<file path="config.mk">
export PLATFORM = sky130hd
export DESIGN_NAME = fifo_ms_flow
export DESIGN_NICKNAME = d
export VERILOG_FILES = /design/src/rtl/fifo_ms_pkg.sv /design/src/rtl/fifo_ms_lane.sv /design/src/rtl/fifo_ms_flow.sv
export SDC_FILE = /design/constraint.sdc
export NUM_CORES = 1
export LEC_CHECK = 0
export CELL_PAD_IN_SITES_DETAIL_PLACEMENT = 0
export CELL_PAD_IN_SITES_GLOBAL_PLACEMENT = 1
export CORE_ASPECT_RATIO = 1.4
export CORE_UTILIZATION = 30
export DETAILED_ROUTE_END_ITERATION = 10
export HOLD_SLACK_MARGIN = 0.03
export PLACE_DENSITY_LB_ADDON = 0.12
export SLEW_MARGIN = 25
export SYNTH_ARGS = -nofsm -noshare
export SYNTH_HDL_FRONTEND = slang
export SYNTH_SLANG_ARGS = --single-unit
export TNS_END_PERCENT = 10
</file>
<file path="constraint.sdc">
create_clock -name clk -period 7.3 [get_ports clk]
set_input_delay 0.73 -clock clk [delete_from_list [all_inputs] [get_ports clk]]
set_output_delay 0.73 -clock clk [all_outputs]
set_load 0.03 [all_outputs]
</file>
<file path="src/rtl/fifo_ms_pkg.sv">
// Shared types and width helpers for the multi-stream tagged FIFO.
package fifo_ms_pkg;

    localparam int STAT_CNT_W = 16;

    typedef struct packed {
        logic                  full;
        logic                  empty;
        logic                  almost_full;
        logic [STAT_CNT_W-1:0] count;
    } lane_status_t;

    function automatic int tag_width(input int flux);
        return (flux > 1) ? $clog2(flux) : 1;
    endfunction

    function automatic int cnt_width(input int depth);
        return $clog2(depth) + 1;
    endfunction

endpackage

</file>
<file path="src/rtl/fifo_ms_lane.sv">
// One first-word-fall-through queue lane: storage, pointers, occupancy and error pulses.
module fifo_ms_lane
    import fifo_ms_pkg::*;
#(
    parameter int DATA_WIDTH = 8,
    parameter int DEPTH      = 8,
    parameter int AFULL_TH   = DEPTH - 2
) (
    input  logic                  clk,
    input  logic                  rst,
    input  logic                  push,
    input  logic [DATA_WIDTH-1:0] push_data,
    input  logic                  pop,
    input  logic                  flush,
    output logic [DATA_WIDTH-1:0] head,
    output lane_status_t          status,
    output logic                  overflow_pulse,
    output logic                  underflow_pulse
);
    localparam int ADDR_WIDTH = $clog2(DEPTH);
    localparam int CNT_WIDTH  = cnt_width(DEPTH);

    logic [DATA_WIDTH-1:0] mem_r [DEPTH];
    logic [ADDR_WIDTH-1:0] rp_r;
    logic [ADDR_WIDTH-1:0] wp_r;
    logic [CNT_WIDTH-1:0]  cnt_r;
    logic                  full_s;
    logic                  empty_s;
    logic                  wr_ok_s;
    logic                  rd_ok_s;

    // Qualify push/pop against occupancy; flush masks both and suppresses error pulses
    always_comb begin
        full_s          = (cnt_r == CNT_WIDTH'(DEPTH));
        empty_s         = (cnt_r == {CNT_WIDTH{1'b0}});
        wr_ok_s         = push & ~full_s & ~flush;
        rd_ok_s         = pop & ~empty_s & ~flush;
        overflow_pulse  = push & full_s & ~flush;
        underflow_pulse = pop & empty_s & ~flush;
        head            = mem_r[rp_r];
        status.full        = full_s;
        status.empty       = empty_s;
        status.almost_full = (cnt_r >= CNT_WIDTH'(AFULL_TH));
        status.count       = STAT_CNT_W'(cnt_r);
    end

    // Payload storage, deliberately left unreset
    always_ff @(posedge clk) begin
        if (wr_ok_s) begin
            mem_r[wp_r] <= push_data;
        end
    end

    // Pointer and occupancy state; pointers wrap naturally at the power-of-two depth
    always_ff @(posedge clk or negedge rst) begin
        if (!rst) begin
            rp_r  <= {ADDR_WIDTH{1'b0}};
            wp_r  <= {ADDR_WIDTH{1'b0}};
            cnt_r <= {CNT_WIDTH{1'b0}};
        end else if (flush) begin
            rp_r  <= {ADDR_WIDTH{1'b0}};
            wp_r  <= {ADDR_WIDTH{1'b0}};
            cnt_r <= {CNT_WIDTH{1'b0}};
        end else begin
            if (wr_ok_s) begin
                wp_r <= wp_r + ADDR_WIDTH'(1);
            end
            if (rd_ok_s) begin
                rp_r <= rp_r + ADDR_WIDTH'(1);
            end
            case ({wr_ok_s, rd_ok_s})
                2'b10:   cnt_r <= cnt_r + CNT_WIDTH'(1);
                2'b01:   cnt_r <= cnt_r - CNT_WIDTH'(1);
                default: cnt_r <= cnt_r;
            endcase
        end
    end

endmodule

</file>
<file path="src/rtl/fifo_ms_flow.sv">
// Multi-stream tagged FIFO: one tagged write port fanned out to FLUX independent FWFT read lanes.
module fifo_ms_flow
    import fifo_ms_pkg::*;
#(
    parameter int DATA_WIDTH = 8,
    parameter int DEPTH      = 8,
    parameter int FLUX       = 4,
    parameter int AFULL_TH   = DEPTH - 2
) (
    input  logic                                  clk,
    input  logic                                  rst,
    input  logic                                  wr_valid,
    output logic                                  wr_ready,
    input  logic [tag_width(FLUX)+DATA_WIDTH-1:0] wr_data,
    input  logic [FLUX-1:0]                       rd_en,
    output logic [FLUX-1:0]                       rd_valid,
    output logic [FLUX*DATA_WIDTH-1:0]            rd_data,
    input  logic [FLUX-1:0]                       flush,
    output logic [FLUX-1:0]                       full,
    output logic [FLUX-1:0]                       empty,
    output logic [FLUX-1:0]                       almost_full,
    output logic [FLUX*cnt_width(DEPTH)-1:0]      count,
    output logic [FLUX-1:0]                       overflow,
    output logic [FLUX-1:0]                       underflow,
    output logic                                  bad_tag,
    input  logic                                  err_clr
);
    localparam int TAG_WIDTH = tag_width(FLUX);
    localparam int CNT_WIDTH = cnt_width(DEPTH);

    logic [TAG_WIDTH-1:0]  tag_s;
    logic [DATA_WIDTH-1:0] payload_s;
    logic [FLUX-1:0]       sel_s;
    logic [FLUX-1:0]       full_s;
    logic [FLUX-1:0]       ovf_pulse_s;
    logic [FLUX-1:0]       udf_pulse_s;
    logic                  bad_set_s;
    logic [FLUX-1:0]       overflow_r;
    logic [FLUX-1:0]       underflow_r;
    logic                  bad_tag_r;
    lane_status_t          lane_stat_s [FLUX];

    // Tag decode: one-hot lane select, all-zero for an out-of-range tag (which is then always ready)
    always_comb begin
        tag_s     = wr_data[TAG_WIDTH+DATA_WIDTH-1 -: TAG_WIDTH];
        payload_s = wr_data[DATA_WIDTH-1:0];
        for (int f = 0; f < FLUX; f++) begin
            sel_s[f] = (int'(tag_s) == f);
        end
        bad_set_s = wr_valid & ~(|sel_s);
        wr_ready  = ~(|(sel_s & full_s));
    end

    for (genvar f = 0; f < FLUX; f++) begin : g_lane
        fifo_ms_lane #(
            .DATA_WIDTH (DATA_WIDTH),
            .DEPTH      (DEPTH),
            .AFULL_TH   (AFULL_TH)
        ) u_lane (
            .clk             (clk),
            .rst             (rst),
            .push            (wr_valid & sel_s[f]),
            .push_data       (payload_s),
            .pop             (rd_en[f]),
            .flush           (flush[f]),
            .head            (rd_data[f*DATA_WIDTH +: DATA_WIDTH]),
            .status          (lane_stat_s[f]),
            .overflow_pulse  (ovf_pulse_s[f]),
            .underflow_pulse (udf_pulse_s[f])
        );

        assign full_s[f]                      = lane_stat_s[f].full;
        assign full[f]                        = lane_stat_s[f].full;
        assign empty[f]                       = lane_stat_s[f].empty;
        assign rd_valid[f]                    = ~lane_stat_s[f].empty;
        assign almost_full[f]                 = lane_stat_s[f].almost_full;
        assign count[f*CNT_WIDTH +: CNT_WIDTH] = CNT_WIDTH'(lane_stat_s[f].count);
    end

    // Sticky error flags: a new set condition wins over err_clr in the same cycle
    always_ff @(posedge clk or negedge rst) begin
        if (!rst) begin
            overflow_r  <= {FLUX{1'b0}};
            underflow_r <= {FLUX{1'b0}};
            bad_tag_r   <= 1'b0;
        end else begin
            overflow_r  <= (overflow_r & ~{FLUX{err_clr}}) | ovf_pulse_s;
            underflow_r <= (underflow_r & ~{FLUX{err_clr}}) | udf_pulse_s;
            bad_tag_r   <= (bad_tag_r & ~err_clr) | bad_set_s;
        end
    end

    assign overflow  = overflow_r;
    assign underflow = underflow_r;
    assign bad_tag   = bad_tag_r;

endmodule

</file>
# [Word-level counts from Yosys, hierarchy flattened]
# Memory sizes are Yosys's and may differ from the RTL's.
# Cells that the tools add are included.
# W data, S select, Z words.
[totals] ff_bits=49 mem_bits_rw=256 memories=4
[classes] addsub=16 order_cmp=4 n_eq_ne=15 mux=32 bitwise_logic=60 reduce_logical=19
[mem_list] memory="g_lane[0].u_lane.mem_r" depth=8 width=8 rd=1 rd_clocked_by_memory_dff=0 write_ports=1 line="fifo_ms_lane.sv:23" rtl="logic [DATA_WIDTH-1:0] mem_r [DEPTH];"
[mem_list] memory="g_lane[1].u_lane.mem_r" depth=8 width=8 rd=1 rd_clocked_by_memory_dff=0 write_ports=1 line="fifo_ms_lane.sv:23"
[mem_list] memory="g_lane[2].u_lane.mem_r" depth=8 width=8 rd=1 rd_clocked_by_memory_dff=0 write_ports=1 line="fifo_ms_lane.sv:23"
[mem_list] memory="g_lane[3].u_lane.mem_r" depth=8 width=8 rd=1 rd_clocked_by_memory_dff=0 write_ports=1 line="fifo_ms_lane.sv:23"
[op_table] op="$mux W3" n=16
[op_table] op="$and A1 B1 Y1" n=38
[op_table] op="$pmux W4 S2" n=4
[op_table] op="$add A3 B1 Y3 const B" n=8
[op_table] op="$add A4 B1 Y4 const B" n=4
[op_table] op="$eq A4 B4 Y1 const B" n=4
[op_table] op="$ge A4 B3 Y1 const B" n=4
[op_table] op="$logic_not A4 Y1" n=4
[op_table] op="$mux W4" n=4
[op_table] op="$reduce_bool A2 Y1" n=8
[op_table] op="$sub A4 B1 Y4 const B" n=4
[op_table] op="$not A1 Y1" n=15
[op_table] op="$and A4 B4 Y4" n=3
[op_table] op="$eq A2 B2 Y1 const B" n=6
[op_table] op="$reduce_bool A3 Y1" n=4
[op_table] op="$eq A2 B1 Y1 const B" n=5
[op_table] op="$mux W1" n=8
[op_table] op="$or A4 B4 Y4" n=2
[op_table] op="$reduce_or A4 Y1" n=2
[op_table] op="$not A4 Y4" n=1
[op_table] op="$logic_not A2 Y1" n=1
[op_table] op="$or A1 B1 Y1" n=1

# [Longest topological paths before layout]
# Gate-level depths: netlist of run 1.
[logic_depth] depth_word=7 mapped_depth=13 mapped_depth_nobuf=11

# [Modules after synthesis]
# From an unflattened synthesis of run 1, not the netlist that was laid out.
[unflattened] cells_unflattened=810 hier_area_um2=13370.3
[modules_own_cells] mod="fifo_ms_lane (g_lane[1].u_lane ...)" n_inst=3 cells_each=196 area_each_um2=3253.1
[modules_own_cells] mod="fifo_ms_lane (g_lane[0].u_lane)" n_inst=1 cells_each=192 area_each_um2=3241.9
[modules_own_cells] mod="fifo_ms_flow" n_inst=1 cells_each=30 area_each_um2=369.1

# [Worst setup path after synthesis of run 1]
# OpenSTA, ideal clock, no wires.
[synth_timing] kind="input to register" start="input wr_data[9]" end="memory g_lane[0].u_lane.mem_r[5][0] (enable)" setup_time_ps=398 arrival_ps=2727 required_time_ps=6902 slack_ps=4175 path_stages=6 path_buffers=2 cell_sequence="buf_6 or3b_1 buf_2 nor2_1 nand2_1 nor4b_1"
[synth_via] elab_chain_cells=6
[synth_rtl] element="from (decl)" line="fifo_ms_flow.sv:14" rtl="input logic [tag_width(FLUX)+DATA_WIDTH-1:0] wr_data,"
[synth_rtl] element="$logic_not A2 Y1" line="fifo_ms_flow.sv:48" rtl="sel_s[f] = (int'(tag_s) == f);"
[synth_rtl] element="$and A1 B1 Y1" line="fifo_ms_flow.sv:62" rtl=".push (wr_valid & sel_s[f]),"
[synth_rtl] element="$and A1 B1 Y1 (2 in a row)" line="fifo_ms_lane.sv:36" rtl="wr_ok_s = push & ~full_s & ~flush;"
[synth_rtl] element="$mux W1" line="fifo_ms_lane.sv:49" rtl="if (wr_ok_s) begin"
[synth_rtl] element="$mux W1 (not written as such)" line="fifo_ms_lane.sv:50" rtl="mem_r[wp_r] <= push_data;"
[synth_rtl] element="to (decl)" line="fifo_ms_lane.sv:23"
# No other way between the ends.

# [Final worst setup path of run 1]
[layout_timing] start="register g_lane[2].u_lane.rp_r[0]" end="output rd_data[18]"
[layout_via] elab_chain_cells=1
[layout_rtl] element="from (decl)" line="fifo_ms_lane.sv:24" rtl="logic [ADDR_WIDTH-1:0] rp_r;"
[layout_rtl] element="from (signal assigned)" line="fifo_ms_lane.sv:57" rtl="rp_r <= {ADDR_WIDTH{1'b0}};"
[layout_rtl] element="from (signal assigned)" line="fifo_ms_lane.sv:61" rtl="rp_r <= {ADDR_WIDTH{1'b0}};"
[layout_rtl] element="from (signal assigned)" line="fifo_ms_lane.sv:69" rtl="rp_r <= rp_r + ADDR_WIDTH'(1);"
[layout_rtl] element="$mem_v2 Z8 W8"
[layout_rtl] element="to (decl)" line="fifo_ms_flow.sv:17" rtl="output logic [FLUX*DATA_WIDTH-1:0] rd_data,"
# No other way between the ends.

==> results of run 1 <==
power breakdown:
part	total, W	switching, W	internal, W
combinational	0.00104	0.000551	0.000492
sequential	0.00206	0.000124	0.00193
clock	0.00156	0.000648	0.000917
total	0.00466	0.00132	0.00334
through the flow:
step,total power [W],hold WS [ns],util [%],area [um^2]
CTS,0.00474,0.350,36.6,15500
finish,0.00466,0.326,36.6,15500
floorplan,0.00280,0.434,-,12900
global route,0.00487,0.390,36.6,15500
global placement,0.00315,0.482,34.2,14500
detailed placement,0.00315,0.494,34.2,14500
cells in the final DEF (no fill, tap or decap), types with 3 or more instances in the layout:
cell type / netlist / routed
clkinv_2: 1 / 8
a22o_1: 7 / 7
mux2i_1: 5 / 5
xnor2_1: 13 / 13
a21o_1: 3 / 3
mux2_2: 32 / 32
nand2b_1: 3 / 3
or4_1: 3 / 3
nor2b_1: 6 / 6
nor2_1: 50 / 50
dfrtp_2: 0 / 3
clkinv_1: 0 / 4
nor3_2: 0 / 5
dfrtp_1: 49 / 46
nand2_1: 42 / 42
clkbuf_16: 0 / 31
buf_4: 8 / 27
or2_2: 5 / 5
nand3_1: 13 / 13
xor2_1: 18 / 18
nor4b_1: 5 / 4
nor3_1: 16 / 11
nand3b_1: 8 / 8
nor4_1: 9 / 9
inv_1: 12 / 12
edfxtp_1: 256 / 256
a21oi_1: 14 / 14
a31oi_1: 8 / 8
clkdlybuf4s50_1: 0 / 93
o21ai_0: 7 / 7
mux4_2: 64 / 64
bufinv_16: 0 / 4
and3_1: 3 / 3
ha_1: 16 / 16
clkbuf_1: 22 / 5
cells by family (layout without fill, tap and decap cells):
family	after synthesis	after routing
multiplexers	101	101
buffers and inverters	65	190
adder cells (fa/ha/maj)	16	16
XOR/XNOR	31	31
AND/OR/NAND/NOR	175	175
flip-flops	305	305
AO/OA/AOI/OAI	61	61
worst min path at each step:
stage	from	endpoint
after floorplan	rst	bad_tag
after global placement	bad_tag	bad_tag
after detailed placement	underflow[2]	underflow[2]
after CTS	rst	g_lane[0].u_lane.wp_r[2]
after global routing	rst	underflow[0]
final	rst	underflow[0]
layer usage:
metal	up-vias	part of all wire, %	track usage (%)
met3	41	3.6	1.90
met1	3535	42	16.6
met5	-	0	0
met4	0	2.9	5.03
met2	141	52	23.8
li1	3144	-	-
sequential cells by signal, indices dropped and copies added (netlist names):
| register | flops |
|---|---|
| g_lane.u_lane.mem_r | 256 |
| g_lane.u_lane.cnt_r | 16 |
| g_lane.u_lane.rp_r | 12 |
| g_lane.u_lane.wp_r | 12 |
| overflow | 4 |
| underflow | 4 |
| bad_tag | 1 |
area by class of cell:
type / instances / area, um^2 / share of cell area [%]
clock inverters: 19 / 203 / 1.31
well taps: 546 / 683 / 4.41
flip-flops and latches: 305 / 8920 / 57.5
repair buffers: 122 / 1140 / 7.38
multi-input cells: 384 / 3710 / 23.9
clock buffers: 36 / 795 / 5.13
inverters: 13 / 50.0 / 0.323
worst register-to-register path: stages (launching register included):
cell     delay [ns]
dfrtp_1        0.51
nor3_1         0.11
nand2_1        0.21
inv_1          0.15
nor2_1         0.63
nor2_1         0.18
ha_1           0.36
a31oi_1        0.31
nor4b_1        0.10
a311o_1        0.33
and3b_1        0.17
==> key figures, run 1 <==
Clock tree
  • # hold bufs at CTS: 0
  • Reg clk slew, reported paths: approximately 0.060 ns
  • H-tree depth: 1
  • CTS tree: yes
  • Clock Sinks: about 310
  • Clk_lat worst skew: ~0.56 ns
  • Post CTS Setup Buffer Count: 0
  • CTS buffer count: 30
  • CTS root buf: clkbuf_16
  • Deepest clock path buffer count: 3
  • Post-CTS Resized: 0

Placement
  • Placer congestion estimate: 0.755
  • Post-Place Worst Slack: 3.25 ns
  • Post-placement cell count: 1370
  • # port buffers: 95
  • Final HPWL DP: 18.8 mm

Final layout
  • Cell Count, Final, Fillers Out: 1425
  • N_diodes: 0
  • Area grow syn2layout: 20.1%
  • Final-layout fill cell count: 3970
  • Final nets: slightly below 900
  • Share of post-route cells with drive strength above 1: between 20% and 30%

Critical path
  • Worst R2R End: g_lane[1].u_lane.cnt_r[3]
  • CP Capture Point: rd_data[18]
  • CP max stage cell: dfrtp_2
  • CP Depth: 3
  • CP Max Fanout: 18
  • R2r setup slk: ~4.1 ns
  • CP endpoint kind: output port
  • Worst r2r src: g_lane[1].u_lane.cnt_r[1]
  • Worst-path cell chain: mux4_2 -> mux2_2 -> clkdlybuf4s50_1
  • Critical Path Max Stage Delay: 0.76 ns
  • Register-to-Register Path Depth: 10
  • Nature of the critical path startpoint: flip-flop
  • Data arrival time of the worst path: about 2.9 ns
  • Cell family with most CP delay: multiplexers
  • Crit. Startpoint: g_lane[2].u_lane.rp_r[0]
  • CP Data Required Time: 6.57 ns
  • CP Class: flip-flop to output port
  • WP buf/inv: 1

Synthesis
  • Combinational family with the most area after synthesis: multiplexers
  • Ys flop type: edfxtp_1
  • Post-synthesis adder-cell area fraction: under 10%
  • XOR/XNOR Fraction of Synth Area: 2.10%
  • Mux share of post-synthesis cell area: between 10 and 15%
  • Synth Cell Area: between 10000 and 15000 um^2
  • Synth area leaders: edfxtp_1 60%, mux4_2 11%, dfrtp_1 9.5%
  • Seq cells post-synth: about 310
  • Compound-Gate Fraction of Synth Area: 3.50%
  • Yosys cell types: 63
  • YS warnings: 0
  • Post-synthesis simple-gate area fraction: about 6.9%
  • Top-count cell post-synth: edfxtp_1
  • Synth Area per Inst: 17.1 um^2
  • Async SR Flop Fraction: around 16%
  • Area fraction of the dominant cell type after synthesis: between 50% and 60%
  • Synthesized instance count: around 750
  • Mapped Nets: between 700 and 800
  • Register area share after synthesis: around 70%
  • Leading area contributor after synthesis: edfxtp_1
  • Post-synth EDFFs: 256
  • Synth top cells by count: 256 x edfxtp_1, 64 x mux4_2, 50 x nor2_1, 49 x dfrtp_1, 42 x nand2_1

STA
  • Setup-failing EPs final: 0
  • Tmin final: around 3.6 ns
  • Final WS setup: 3.71 ns
  • Layout Skew: 0.0135 ns
  • Slew Limit Fails: 0
  • FMAX: 279 MHz
  • Worst-Margin Slew: about 0.94 ns
  • Final Hold Vio Count: 0
  • Final TNS setup: 0 ns
  • Unrepaired setup endpoints after global routing: false
  • Tcrit/Tclk final: approximately half
  • Slew margin rel.: a little under two fifths

Route
  • Routed via count: between 6000 and 7000
  • Final ANT Viol Nets: 0
  • Starting DRT DRC Count: 353
  • # DRC: 0
  • Via density: 4.81
  • Wire length per cell: roughly 20 um
  • Routed Wire Length: ~29 mm
  • Drt pass-1 iters: 5

GRT
  • Tot GR Track Use: a little over an eighth
  • Total congestion overflow: 0
  • First-pass GRT wire length: around 44 mm
  • Pin count of the biggest net entering global routing: 50
  • Antenna violations before repair: 0
  • Vias in the first global route: around 7400

Power
  • P per Cell Area: 301 nW/um^2
  • Max rail drop VDD: between 0.2 and 0.3 mV
  • Leakage: 5.18 nW

Die
  • Die Wd: about 180 um
  • Total core area: between 40000 and 50000 um^2
  • DIE HEIGHT: 247 um
  • Initial Utilization: 30.5%
  • Die ar.: 43800 um^2
  • Io pins: 96
  • Rows: 89

Run
  • Max-Cap Viols: 0

Status
  • Status: completed

Worst hold path
  • Hold crit path type: primary input to async pin
Note: power is estimated with default switching activity, not from simulation.
==> run 2: changes to the inputs <==
==> constraint.sdc (replaced) <==
create_clock -name clk -period 3.4 [get_ports clk]
set_input_delay 0.34 -clock clk [delete_from_list [all_inputs] [get_ports clk]]
set_output_delay 0.34 -clock clk [all_outputs]
set_load 0.03 [all_outputs]
==> run 2 against run 1 <==
Net effect: clock skew fell by 0.0012 ns; count of clock-buffer cells in the layout did not move; highest routed layer unchanged; total power rose by 130%; utilization rose by 0.90 points; sequential cell count did not move; first-iteration DRC count rose by 11%; sequential power rose by 110%; critical path type unchanged; non-clock buffer count rose by 33; sequential share of layout area fell by 1.4 points; routed wire length rose by 1.2%; via count rose by 2.7%.
==> key figures, run 2 (synthesis results as in run 1) <==
Status
  • Status: completed

GRT
  • Global routing usage on met1: 16.7% (+0.080 points)
  • Tot GR Track Use: 13.8% (+0.29 points)
  • Pin count of the biggest net entering global routing: 33 (-34%)
  • First-pass GRT wire length: 45.2 mm (+1.6%)
  • Antenna violations before repair: 0 (unchanged)
  • Vias in the first global route: 7656 (+3.8%)
  • Met2 GRT Util: 24.6% (+0.74 points)
  • Layer with the highest usage: met2
  • Routing usage on met3: 2.14% (+0.25 points)
  • Total congestion overflow: 0 (unchanged)

Clock tree
  • CTS root buf: clkbuf_16
  • Clock Sinks: 305 (unchanged)
  • Clk_lat worst skew: 0.51 ns (-0.05 ns)
  • CTS tree: yes
  • Post-CTS Resized: 0 (unchanged)
  • Reg clk slew, reported paths: 0.06 ns (about the same)
  • CTS buffer count: 34 (+13%)
  • Deepest clock path buffer count: 3 (unchanged)
  • H-tree depth: 2 (+1)

Final layout
  • Share of post-route cells with drive strength above 1: 25.1% (+2.7 points)
  • Final Util: 37.5% (+0.90 points)
  • N_diodes: 0 (unchanged)
  • Largest registers: g_lane.u_lane.mem_r: 256 flops, g_lane.u_lane.cnt_r: 16 flops
  • Biggest register: g_lane.u_lane.mem_r
  • Final-layout fill cell count: 3951 (-0.48%)
  • Most common cell after layout, fill and taps aside: edfxtp_1
  • Final nets: 931 (+4.1%)
  • Most frequent cells in the layout: 256 x edfxtp_1, 93 x clkdlybuf4s50_1, 64 x mux4_2
  • Max FFs per register: 256 (unchanged)
  • Cell Count, Final, Fillers Out: 1463 (+2.7%)
  • Area grow syn2layout: 23.1%

Critical path
  • CP Max Fanout: 16 (-2)
  • Data arrival time of the worst path: 2.72 ns (-0.14 ns)
  • Nature of the critical path startpoint: flip-flop
  • Worst R2R End: g_lane[0].u_lane.cnt_r[3]
  • CP endpoint kind: output port
  • CP Data Required Time: 3.06 ns (-3.51 ns)
  • Worst r2r src: g_lane[0].u_lane.cnt_r[1]
  • CP Class: flip-flop to output port
  • Register-to-Register Path Depth: 10 (unchanged)
  • R2r setup slk: 0.53 ns (-3.59 ns)

Die
  • Total core area: 42300 um^2 (unchanged)
  • DIE HEIGHT: 247 um (unchanged)
  • Rows: 89 (unchanged)
  • Die Wd: 177 um (unchanged)
  • Initial Utilization: 30.5% (unchanged)
  • Io pins: 96 (unchanged)
  • Die ar.: 43800 um^2 (unchanged)

STA
  • Tmin final: between 3 and 4 ns
  • Slew margin rel.: 47.9% (+11 points)
  • Final TNS setup: 0 ns (unchanged)
  • Setup-failing EPs final: 0 (unchanged)
  • FMAX: ~330 MHz
  • Slew Limit Fails: 0 (unchanged)
  • Layout Skew: 0.0123 ns (-0.00121 ns)
  • Worst-Margin Slew: 0.782 ns (-0.156 ns)
  • Tcrit/Tclk final: about nine tenths
  • Final Hold Vio Count: 0 (unchanged)
  • Unrepaired setup endpoints after global routing: false

Placement
  • # port buffers: 95 (unchanged)
  • Final HPWL DP: 19.0 mm (+1.2%)
  • Post-placement cell count: 1402 (+2.3%)
  • Placer congestion estimate: 0.768 (+1.6%)

Power
  • Max rail drop VDD: 0.342 mV (+29%)
  • P per Cell Area: 662 nW/um^2 (+120%)
  • Leakage: 5.44 nW (+5.0%)
  • Power, Total: 0.0105 W (+130%)

Route
  • Final ANT Viol Nets: 0 (unchanged)
  • Starting DRT DRC Count: 393 (+11%)
  • Drt pass-1 iters: 4 (-1)
  • Routed via count: 7044 (+2.7%)
  • Wire length per cell: 20.0 um (-1.4%)
  • # DRC: 0 (unchanged)
  • Routed Wire Length: 29.3 mm (+1.2%)
  • Via density: 4.81 (about the same)

Worst hold path
  • Hold crit path type: primary input to flip-flop
  • Hold Path Cell Cnt: 1
  • Hold Path Sink: g_lane[3].u_lane.mem_r[1][2]
  • Min-delay src: wr_data[2]

Run
  • Max-Cap Viols: 0 (unchanged)
-- run 2: cell types whose count changed in the layout (fill, tap and decap cells not counted), sizes merged --
cell         before  now
buf              29   61
bufinv            4    6
inv              13   15
clkinv           13   14
dlygate4sd3       0    1
-- run 2: where the power goes --
group / total (W) / switching [W] / internal [W]
clock: 0.00382 / 0.00148 / 0.00234
combinational: 0.00241 / 0.00133 / 0.00108
sequential: 0.00428 / 0.000132 / 0.00415
-- run 2: how the worst max path moves through the flow --
| stage | slack, ns | start | to |
|---|---|---|---|
| final | 0.34 | g_lane[1].u_lane.rp_r[0] | rd_data[11] |
| after global routing | 0.20 | g_lane[2].u_lane.cnt_r[1] | wr_ready |
| after CTS | 0.26 | g_lane[1].u_lane.rp_r[0] | rd_data[11] |
| after detailed placement | 0.20 | wr_data[9] | g_lane[0].u_lane.cnt_r[3] |
| after global placement | 0.49 | wr_data[9] | g_lane[1].u_lane.cnt_r[3] |
| after floorplan | 0.51 | g_lane[1].u_lane.cnt_r[1] | g_lane[1].u_lane.mem_r[4][0] |
-- run 2: area by class of cell --
type	instances	area (um^2)	area share, %
multi-input cells	384	3670	23.1
flip-flops and latches	305	8910	56.1
well taps	546	683	4.30
clock inverters	24	285	1.80
clock buffers	36	880	5.54
inverters	13	50.0	0.315
repair buffers	155	1390	8.78
-- run 2: critical path, stage by stage, from the launching register on --
cell             delay [ns]
dfrtp_1                0.39
buf_4                  0.35
mux4_2                 0.56
mux2_2                 0.30
clkdlybuf4s50_1        0.61
-- run 2: what timing repair did --
item | CTS | global route
hold buffers | 1 | 0
setup buffers | 0 | 0
endpoints found under the hold margin | 25 | 0
-- run 2: per-layer routing --
layer  routed length (um)  vias to the layer above
li1                     -                     3227
met1                12100                     3622
met2                15200                      156
met3                 1160                       39
met4                  757                        0
met5                    0                        -
-- run 2: through the flow --
step,instance area [um^2],worst slack [ns],hold WS (ns)
after detailed placement,14700,0.199,0.487
after floorplan,12900,0.510,0.0444
after global placement,14700,0.485,0.465
after CTS,15900,0.260,0.415
final,15900,0.339,0.365
after global routing,15900,0.200,0.383
==> run 3: changes to the inputs <==
--- a/config.mk
+++ b/config.mk
@@ -8,10 +8,11 @@
 export CELL_PAD_IN_SITES_DETAIL_PLACEMENT = 0
 export CELL_PAD_IN_SITES_GLOBAL_PLACEMENT = 1
 export CORE_ASPECT_RATIO = 1.4
-export CORE_UTILIZATION = 30
+export CORE_UTILIZATION = 50
 export DETAILED_ROUTE_END_ITERATION = 10
 export HOLD_SLACK_MARGIN = 0.03
 export PLACE_DENSITY_LB_ADDON = 0.12
+export SKIP_LAST_GASP = 1
 export SLEW_MARGIN = 25
 export SYNTH_ARGS = -nofsm -noshare
 export SYNTH_HDL_FRONTEND = slang
==> run 3 against run 2 <==
Net effect: die area down 40%; first-iteration DRC count up 2.8%; non-clock buffer count down 8; combinational power down 3%; worst setup slack worse by 0.11 ns; sequential cell count unchanged; global-route usage up 6.9 points; design area down 3.7%; routed wire length down 11%.
==> key figures, run 3 (synthesis results as in run 1) <==
Status
  • Status: completed

Die
  • DIE HEIGHT: 192 um (-22%)
  • Rows: 69 (-22%)
  • Io pins: 96 (unchanged)
  • Initial Utilization: 50.8% (+20 points)
  • Die ar.: 26500 um^2 (-40%)
  • Total core area: 25400 um^2 (-40%)
  • Die Wd: 138 um (-22%)

Critical path
  • CP max stage cell: clkdlybuf4s50_1
  • CP endpoint kind: output port
  • CP Class: flip-flop to output port
  • Data arrival time of the worst path: 2.83 ns (+0.11 ns)
  • CP Max Fanout: 13 (-3)
  • Worst-path cell chain: buf_12 -> mux4_2 -> mux2_2 -> clkdlybuf4s50_1
  • CP Data Required Time: 3.06 ns (about the same)
  • Nature of the critical path startpoint: flip-flop
  • Critical Path Max Stage Delay: 0.62 ns (about the same)

Placement
  • Placer congestion estimate: 0.820 (+6.8%)
  • # port buffers: 95 (unchanged)
  • Final HPWL DP: 17.0 mm (-11%)

STA
  • Unrepaired setup endpoints after global routing: false
  • Slew margin rel.: 45.0% (-2.9 points)
  • Final TNS setup: 0 ns (unchanged)
  • Setup-failing EPs final: 0 (unchanged)
  • Final Hold Vio Count: 0 (unchanged)
  • Tmin final: 3.17 ns (+0.110 ns)
  • FMAX: 315 MHz (-3.5%)
  • Tcrit/Tclk final: 93.3% (+3.2 points)
  • Worst-Margin Slew: 0.826 ns (+0.0440 ns)
  • Layout Skew: 0.0130 ns (+0.000748 ns)
  • Slew Limit Fails: 0 (unchanged)

Run
  • Max-Cap Viols: 0 (unchanged)

Final layout
  • Area grow syn2layout: 18.5%
  • Final-layout fill cell count: 1922 (-51%)
  • Most frequent cells in the layout: 256 x edfxtp_1, 94 x clkdlybuf4s50_1, 64 x mux4_2
  • Final nets: 917 (-1.5%)
  • Largest registers: g_lane.u_lane.mem_r: 256 flops, g_lane.u_lane.cnt_r: 16 flops
  • N_diodes: 0 (unchanged)
  • Most common cell after layout, fill and taps aside: edfxtp_1
  • Final Util: 60.2% (+23 points)
  • Share of post-route cells with drive strength above 1: 22.8% (-2.3 points)
  • Biggest register: g_lane.u_lane.mem_r
  • Max FFs per register: 256 (unchanged)

Power
  • Seq pwr share: 44.4% (+3.7 points)
  • Switching power: 0.00270 W (-8.1%)
  • Leakage: 5.25 nW (-3.3%)
  • Logic pwr share: 24.0% (+1.1 points)
  • Clock group share of total power: 31.6% (-4.7 points)
  • P per Cell Area: 635 nW/um^2 (-4.0%)
  • Cell Int Power: 0.00702 W (-7.4%)
  • Switching Fraction: 27.8% (-0.16 points)
  • Max rail drop VDD: 0.705 mV (+110%)

Clock tree
  • Reg clk slew, reported paths: 0.07 ns (about the same)
  • Deepest clock path buffer count: 3 (unchanged)
  • Post-CTS Resized: 0 (unchanged)
  • CTS tree: yes
  • Post CTS Setup Buffer Count: 0 (unchanged)
  • Clock Sinks: 305 (unchanged)
  • CTS root buf: clkbuf_16
  • CTS buffer count: 28 (-18%)
  • Clk_lat worst skew: 0.53 ns (+0.02 ns)
  • H-tree depth: 1 (-1)

Route
  • # DRC: 0 (unchanged)
  • Wire length per cell: 21.4 um (+6.9%)
  • Final ANT Viol Nets: 0 (unchanged)
  • Starting DRT DRC Count: 404 (+2.8%)
  • Drt pass-1 iters: 4 (unchanged)
  • Via density: 5.77 (+20%)
  • Routed via count: 7039 (-0.071%)
  • Routed Wire Length: 26.1 mm (-11%)

GRT
  • First-pass GRT wire length: 40.4 mm (-10%)
  • Vias in the first global route: 7294 (-4.7%)
  • Pin count of the biggest net entering global routing: 33 (unchanged)
  • Antenna violations before repair: 0 (unchanged)
  • Tot GR Track Use: 20.7% (+6.9 points)
  • Total congestion overflow: 0 (unchanged)

Worst hold path
  • Hold crit path type: primary input to flip-flop
==> run 3: final cells by class <==
class,count,area (um^2),area share [%]
multi-input combinational,384,3670,24.0
clock inverter,16,156,1.02
inverter,13,50.0,0.327
clock buffer,35,748,4.89
timing repair buffer,147,1350,8.84
sequential,305,8910,58.3
tap,319,399,2.61
==> run 3: final timing paths <==
check | from | endpoint | slack, ns | cells past startpoint
worst max register to register | g_lane[3].u_lane.cnt_r[1] | g_lane[3].u_lane.cnt_r[3] | 0.53 | 9
max in group asynchronous | rst | g_lane[3].u_lane.wp_r[1] | 2.19 | 3
worst min register to register | bad_tag | bad_tag | 0.51 | 1
min in group asynchronous | rst | g_lane[2].u_lane.wp_r[0] | 0.42 | 2
worst max-delay path | g_lane[3].u_lane.rp_r[0] | rd_data[31] | 0.23 | 4
worst min-delay path | err_clr | bad_tag | 0.40 | 2
==> run 3: metal layers <==
metal / share of wire [%] / vias up / GRT usage (%)
met2: 53 / 203 / 37.3
met3: 4.4 / 56 / 3.11
met4: 2.9 / 0 / 7.27
met5: 0 / - / 0
met1: 39 / 3580 / 24.8
li1: - / 3200 / -
==> run 3: critical path, delay by kind of cell (launching register included) <==
| family | cells | cell delay [ns] |
|---|---|---|
| buffers and inverters | 2 | 0.85 |
| DFF | 1 | 0.60 |
| muxes | 2 | 0.85 |
==> run 3: power by group through the flow <==
stage / Clock [W] / Combinational [W] / Sequential, W
final: 0.00307 / 0.00233 / 0.00431
after global routing: 0.00329 / 0.00250 / 0.00433
after CTS: 0.00313 / 0.00236 / 0.00431
after detailed placement: 0 / 0.00235 / 0.00439
after global placement: 0 / 0.00233 / 0.00438
after floorplan: 0 / 0.00160 / 0.00441
==> run 3: metrics by stage <==
step | setup WS [ns] | power (W) | cell area, um^2 | std cells | hold slack, ns
after floorplan | 0.510 | 0.00601 | 12900 | 754 | 0.0444
final | 0.229 | 0.00971 | 15300 | 1219 | 0.399
after global placement | 0.532 | 0.00671 | 14400 | 1167 | 0.469
after global routing | 0.100 | 0.0101 | 15300 | 1219 | 0.399
after detailed placement | 0.288 | 0.00674 | 14400 | 1167 | 0.485
after CTS | 0.196 | 0.00980 | 15300 | 1219 | 0.384
==> run 3: timing repair <==
| item | 4_1_cts | 5_1_grt |
|---|---|---|
| hold buffers | 1 | 0 |
| hold endpoints to repair | 31 | 0 |
| setup endpoints to repair | 0 | 0 |
